`src/rtl/mod_addsub_pipe.sv`:
```
// Multi-lane pipelined modular add/subtract, shared modulus, valid-tagged stages.
// Optional per-lane operand range flags (oErr) when MOD_ADDSUB_RANGE_CHK_EN is defined.
module mod_addsub_pipe #(
  parameter int BITWIDTH = 32,
  parameter int NLANE    = 4,
  parameter int LAT      = 2
) (
  input  logic                      iClk,
  input  logic                      iRstN,
  input  logic                      iEn,
  input  logic                      iClr,
  input  logic                      iValid,
  input  logic                      iMode,
  input  logic [BITWIDTH-1:0]       iQ,
  input  logic [NLANE*BITWIDTH-1:0] iData0,
  input  logic [NLANE*BITWIDTH-1:0] iData1,
  output logic                      oValid,
  output logic [NLANE*BITWIDTH-1:0] oData
`ifdef MOD_ADDSUB_RANGE_CHK_EN
  ,
  output logic [NLANE-1:0]          oErr
`endif
);

  // Handshake: no backpressure. A transaction enters on an edge with iEn=1 and
  // iValid=1; oValid=1 marks a new result, held (with oData) while iEn=0.
  localparam int W  = BITWIDTH;
  localparam int DW = NLANE * BITWIDTH;
  localparam int RW = NLANE * (BITWIDTH + 1);
  localparam int NR = (LAT == 1) ? 1 : LAT - 1;

  function automatic logic [RW-1:0] rawOp(input logic [DW-1:0] a, input logic [DW-1:0] b,
                                          input logic mode);
    logic [RW-1:0] r;
    logic [W:0]    ak;
    logic [W:0]    bk;
    r = '0;
    for (int k = 0; k < NLANE; k++) begin
      ak = {1'b0, a[k*W +: W]};
      bk = {1'b0, b[k*W +: W]};
      r[k*(W+1) +: (W+1)] = mode ? (ak - bk) : (ak + bk);
    end
    return r;
  endfunction

  // Single conditional correction; the top raw bit is the borrow in subtract mode.
  function automatic logic [DW-1:0] correct(input logic [RW-1:0] raw, input logic [W-1:0] q,
                                            input logic mode);
    logic [DW-1:0] r;
    logic [W:0]    s;
    logic [W:0]    c;
    logic [W:0]    qx;
    r  = '0;
    qx = {1'b0, q};
    for (int k = 0; k < NLANE; k++) begin
      s = raw[k*(W+1) +: (W+1)];
      if (mode) c = s[W] ? (s + qx) : s;
      else      c = (s >= qx) ? (s - qx) : s;
      r[k*W +: W] = c[W-1:0];
    end
    return r;
  endfunction

`ifdef MOD_ADDSUB_RANGE_CHK_EN
  function automatic logic [NLANE-1:0] rangeErr(input logic [DW-1:0] a, input logic [DW-1:0] b,
                                                input logic [W-1:0] q);
    logic [NLANE-1:0] e;
    e = '0;
    for (int k = 0; k < NLANE; k++)
      e[k] = (a[k*W +: W] >= q) || (b[k*W +: W] >= q);
    return e;
  endfunction

  logic [NLANE-1:0] headErr;
  logic [NLANE-1:0] resErr [NR];
`endif

  logic          headVld;
  logic [DW-1:0] headData;
  logic          resVld  [NR];
  logic [DW-1:0] resData [NR];

  generate
    if (LAT == 1) begin : gDirect
      assign headVld  = iValid;
      assign headData = correct(rawOp(iData0, iData1, iMode), iQ, iMode);
`ifdef MOD_ADDSUB_RANGE_CHK_EN
      assign headErr  = rangeErr(iData0, iData1, iQ);
`endif
    end else begin : gSplit
      logic          s1Vld;
      logic [RW-1:0] s1Raw;
      logic [W-1:0]  s1Q;
      logic          s1Mode;
`ifdef MOD_ADDSUB_RANGE_CHK_EN
      logic [NLANE-1:0] s1Err;
`endif
      always_ff @(posedge iClk or negedge iRstN) begin
        if (!iRstN) begin
          s1Vld  <= 1'b0;
          s1Raw  <= '0;
          s1Q    <= '0;
          s1Mode <= 1'b0;
`ifdef MOD_ADDSUB_RANGE_CHK_EN
          s1Err  <= '0;
`endif
        end else if (iClr) begin
          s1Vld  <= 1'b0;
          s1Raw  <= '0;
          s1Q    <= '0;
          s1Mode <= 1'b0;
`ifdef MOD_ADDSUB_RANGE_CHK_EN
          s1Err  <= '0;
`endif
        end else if (iEn) begin
          s1Vld <= iValid;
          if (iValid) begin
            s1Raw  <= rawOp(iData0, iData1, iMode);
            s1Q    <= iQ;
            s1Mode <= iMode;
`ifdef MOD_ADDSUB_RANGE_CHK_EN
            s1Err  <= rangeErr(iData0, iData1, iQ);
`endif
          end
        end
      end
      assign headVld  = s1Vld;
      assign headData = correct(s1Raw, s1Q, s1Mode);
`ifdef MOD_ADDSUB_RANGE_CHK_EN
      assign headErr  = s1Err;
`endif
    end
  endgenerate

  // Result stage followed by pure delay stages; data moves only behind a valid token.
  always_ff @(posedge iClk or negedge iRstN) begin
    if (!iRstN) begin
      for (int i = 0; i < NR; i++) begin
        resVld[i]  <= 1'b0;
        resData[i] <= '0;
`ifdef MOD_ADDSUB_RANGE_CHK_EN
        resErr[i]  <= '0;
`endif
      end
    end else if (iClr) begin
      for (int i = 0; i < NR; i++) begin
        resVld[i]  <= 1'b0;
        resData[i] <= '0;
`ifdef MOD_ADDSUB_RANGE_CHK_EN
        resErr[i]  <= '0;
`endif
      end
    end else if (iEn) begin
      resVld[0] <= headVld;
      if (headVld) begin
        resData[0] <= headData;
`ifdef MOD_ADDSUB_RANGE_CHK_EN
        resErr[0]  <= headErr;
`endif
      end
      for (int i = 1; i < NR; i++) begin
        resVld[i] <= resVld[i-1];
        if (resVld[i-1]) begin
          resData[i] <= resData[i-1];
`ifdef MOD_ADDSUB_RANGE_CHK_EN
          resErr[i]  <= resErr[i-1];
`endif
        end
      end
    end
  end

  assign oValid = resVld[NR-1];
  assign oData  = resData[NR-1];
`ifdef MOD_ADDSUB_RANGE_CHK_EN
  assign oErr   = resErr[NR-1];
`endif

endmodule

```
`config.mk`:
```
export PLATFORM = sky130hd
export DESIGN_NAME = mod_addsub_pipe
export DESIGN_NICKNAME = d
export VERILOG_FILES = /design/src/rtl/mod_addsub_pipe.sv
export SDC_FILE = /design/constraint.sdc
export NUM_CORES = 2
export LEC_CHECK = 0
export BUFFER_PORTS_ARGS = -buffer_cell sky130_fd_sc_hd__buf_2
export CORE_MARGIN = 8
export CORE_UTILIZATION = 55
export CTS_CLUSTER_SIZE = 10
export DETAILED_ROUTE_END_ITERATION = 12
export PLACE_DENSITY = 0.78
export SYNTH_ARGS = -nofsm -noshare
export SYNTH_HDL_FRONTEND = slang
export SYNTH_SLANG_ARGS = --single-unit
```
`constraint.sdc`:
```
create_clock -name iClk -period 6.2 [get_ports iClk]
set_clock_uncertainty 0.1 [all_clocks]
set_input_delay 0.93 -clock iClk [delete_from_list [all_inputs] [get_ports iClk]]
set_output_delay 0.93 -clock iClk [all_outputs]
set_load 0.02 [all_outputs]
```
==> summary.txt <==
Die
  – Row count: 94
  – IO Count: 423
  – Die Area: 74500 um2
  – Die Height: 273 um
  – Die X-Extent: 273 um
  – CORE AREA: 65500 um2
  – Starting Density: 55.4%

Setup path
  – Type of origin of the critical path: input port
  – CP Cell Sequence: buf_2 > nor2_1 > nor4b_1 > nor4b_1 > and3b_1 > a21oi_1 > xnor2_1 > ha_1 > a21o_1 > a21o_1 > a21o_1 > a21o_1 > a21o_1 > a311oi_1 > nor2_1 > a41oi_1 > mux2i_1 > nand3_1
  – Crit path buffers/inverters: 1
  – Top delay family on crit path: simple AND/OR/NAND/NOR gates
  – Critical path class: in -> reg
  – Crit path DAT: 5.39 ns
  – Critical Path Most Common Cell: a21o_1
  – CP max stage delay: 0.52 ns
  – Peak fanout along the critical path: 6
  – Crit-path slowest cell: nor4b_1
  – Endpoint type of the worst setup path: flop
  – WP data required: 6.56 ns

Synthesis
  – Post-synthesis register bit count: 295
  – Async S/R FF share, synth: 100%
  – Share of the synthesized area in the top cell type: 20.3%
  – Synth Net Count: 5460
  – Synth area leaders: dfrtp_1, ha_1, xnor2_1, a21oi_1, o21ai_0
  – Number of synthesized flops with an enable pin: 0
  – Post-synthesis sequential area ratio: 20.3%
  – Post-synth top flop: dfrtp_1
  – Gate Count Post-Synth: 4770
  – Count of cell types in the netlist: 100
  – Synth warn: 0
  – Synthesized area per cell: 7.61 um2
  – Synth Cell Area: 36300 um2
  – Cell taking the most area after synthesis: dfrtp_1

CTS
  – H-tree Lvls: 2
  – CTS Buf Count: 40
  – CTS Sinks: 295
  – Clock Tree Buf Depth: 3
  – Post_cts resized: 0
  – Clk slew on worst S/H paths: 0.06 ns
  – CTS tree: built
  – Root Driver: clkbuf_16
  – Cts hold-fix bufs: 0
  – Postcts setup bufs: 0
  – Clk_lat worst skew: 0.60 ns

Finish
  – Fin nets: 5731
  – Layout cells sized above 1: 12.2%
  – Area Growth Syn to Fin: 11.3%
  – Post-Route Utilization: 61.7%

Place
  – PortBufs: 422
  – Placer Congestion: 1.04
  – Dpl hpwl: 117000 um

Route
  – Vias per cell: 6.52
  – Routed WL: 148000 um
  – 1st-pass router iterations: 9
  – DRC Markers: 0
  – Average wire per standard cell: 25.0 um
  – Routed via count: 38693
  – DRT iter0 DRCs: 4122
  – Count of antenna-violating nets left after detailed routing: 0

STA
  – Max Freq: 0.199 GHz
  – Tcrit/Tclk final: 81.1%
  – Final setup vio count: 0
  – Slew Limit Headroom: 16.2%
  – Worst Tran Pin Value: 1.25 ns
  – Pins Over Slew Limit: 0
  – Period minus WS final: 5.03 ns
  – Setup TNS: 0 ns
  – Final hold vios: 0
  – Unrepaired setup endpoints after global routing: no

Global routing
  – Tot GR Track Use: 37.7%
  – Largest net degree at the start of global routing: 130
  – First-pass GRT wire length: 220000 um
  – Initial antenna violation count: 14
  – Grt total ovfl: 0
  – Vias in the first global route: 36129

Worst hold path
  – Hold Crit Class: in -> async

Power
  – P per Cell Area: 250 nW/um2
  – Static leakage: 19.2 nW
  – Worst IR drop on VDD: 0.198 mV

Run status
  – Status: finished clean

Run
  – MaxCap Viol Count: 0
report_power, final:
group          internal, W  switching [W]
registers          0.00206       0.000317
logic              0.00210        0.00331
clock network      0.00135       0.000964
total              0.00551        0.00459
cell type report:
| cell class | instances | area (um2) |
|---|---|---|
| fill | 6045 | 25100 |
| timing repair buffer | 492 | 2710 |
| sequential | 295 | 7380 |
| clock inverter | 12 | 153 |
| clock buffer | 54 | 1120 |
| antenna | 2 | 5.00 |
| inverter | 239 | 897 |
| multi-input combinational | 3973 | 27000 |
| tap | 864 | 1080 |
per-layer routing:
| layer | GRT usage [%] | vias to the layer above | part of all wire [%] | wire length [um] |
|---|---|---|---|---|
| met4 | 13.7 | 16 | 4.1 | 6110 |
| met1 | 52.9 | 18434 | 43 | 63300 |
| met2 | 55.9 | 1957 | 42 | 61700 |
| met5 | 0 | - | 0.091 | 134 |
| met3 | 9.16 | 362 | 11 | 16800 |
| li1 | - | 17924 | - | - |
worst register-to-register path, cell delays in order, from the launching register on:
cell       delay (ns)
dfrtp_1          0.57
inv_1            0.27
ha_1             0.53
o21ai_0          0.14
a21oi_1          0.26
o22ai_1          0.23
a2111oi_0        0.83
nor3_2           0.24
o21ai_2          0.37
a41oi_4          0.31
buf_4            0.33
nor3_1           0.22
a211oi_1         0.08
o31ai_1          0.28
registers in the layout (all words and copies together), names as in the netlist:
| register | count |
|---|---|
| gSplit.s1Raw | 132 |
| oData | 128 |
| gSplit.s1Q | 32 |
| gSplit.s1Mode | 1 |
| gSplit.s1Vld | 1 |
| oValid | 1 |
kinds of logic after synthesis:
family | Yosys count | synth area share (%)
compound gates | 1679 | 30.0
flops | 295 | 20.3
fa+ha+maj | 396 | 13.9
mux | 68 | 1.91
xor+xnor | 410 | 9.89
buf+inv | 502 | 5.45
simple gates | 1420 | 18.5
through the flow:
stage	cell area (um2)	hold slack [ns]	setup WS (ns)	power, W	std cells
5_1_grt	40400	0.288	0.702	0.0106	5931
4_1_cts	40400	0.262	1.19	0.00995	5929
3_5_place_dp	39100	0.355	0.591	0.00762	5863
3_3_place_gp	39100	0.350	0.642	0.00758	5863
2_1_floorplan	36300	0.373	1.35	0.00602	4770
6_report	40400	0.214	1.17	0.0101	5931
synth_stat cells (41+ instances only):
| master | n |
|---|---|
| a21oi_1 | 506 |
| nor2_1 | 440 |
| nand2_1 | 398 |
| ha_1 | 384 |
| o21ai_0 | 353 |
| xnor2_1 | 336 |
| dfrtp_1 | 295 |
| inv_1 | 236 |
| clkbuf_1 | 218 |
| a21o_1 | 118 |
| nor3_1 | 109 |
| nand3_1 | 82 |
| a211oi_1 | 79 |
| a22o_1 | 79 |
| xor2_1 | 74 |
| a31oi_1 | 66 |
| nand2b_1 | 60 |
| o31ai_1 | 59 |
| mux2i_1 | 58 |
| o211ai_1 | 54 |
| o21bai_1 | 53 |
| nor2b_1 | 50 |
| nor4_1 | 49 |
| nand4_1 | 41 |
layout by cell type (no fill, tap or decap), types with 18 or more instances in the layout:
master | netlist | final
o21ai_0 | 353 | 353
o211ai_1 | 54 | 54
nor2b_1 | 50 | 50
buf_2 | 24 | 420
a221o_1 | 27 | 27
buf_4 | 7 | 66
o31ai_1 | 59 | 58
a21oi_1 | 506 | 504
and3_1 | 37 | 37
o21a_1 | 40 | 40
a211oi_1 | 79 | 79
xor2_1 | 74 | 74
clkbuf_16 | 0 | 41
nand3_1 | 82 | 82
ha_1 | 384 | 384
and2_1 | 20 | 20
nand4_1 | 41 | 41
nor3_1 | 109 | 109
a31oi_1 | 66 | 66
dfrtp_1 | 295 | 294
o21bai_1 | 53 | 53
a21boi_0 | 23 | 23
or3_1 | 29 | 29
inv_1 | 236 | 236
nand2b_1 | 60 | 60
or4_1 | 18 | 18
nor3b_1 | 19 | 19
a21o_1 | 118 | 118
mux2i_1 | 58 | 58
a32o_1 | 18 | 18
nor4_1 | 49 | 49
a22o_1 | 79 | 79
nor2_1 | 440 | 437
xnor2_1 | 336 | 336
nand2_1 | 398 | 398
a211o_1 | 21 | 21
final timing paths:
path / slack, ns / startpoint / depth (start not counted) / end
hold / removal: 0.21 / iRstN / 1 / oData[58]$_DFFE_PN0P_
hold reg to reg: 0.37 / oData[19]$_DFFE_PN0P_ / 2 / oData[19]$_DFFE_PN0P_
min in group iClk: 0.37 / oData[19]$_DFFE_PN0P_ / 2 / oData[19]$_DFFE_PN0P_
max in group asynchronous: 4.65 / iRstN / 2 / gSplit.s1Raw[15]$_DFFE_PN0P_
setup / recovery: 1.17 / iData1[66] / 18 / gSplit.s1Raw[94]$_DFFE_PN0P_
setup reg to reg: 1.36 / gSplit.s1Q[3]$_DFFE_PN0P_ / 13 / oData[100]$_DFFE_PN0P_
Power figures use the tool's default switching activity.
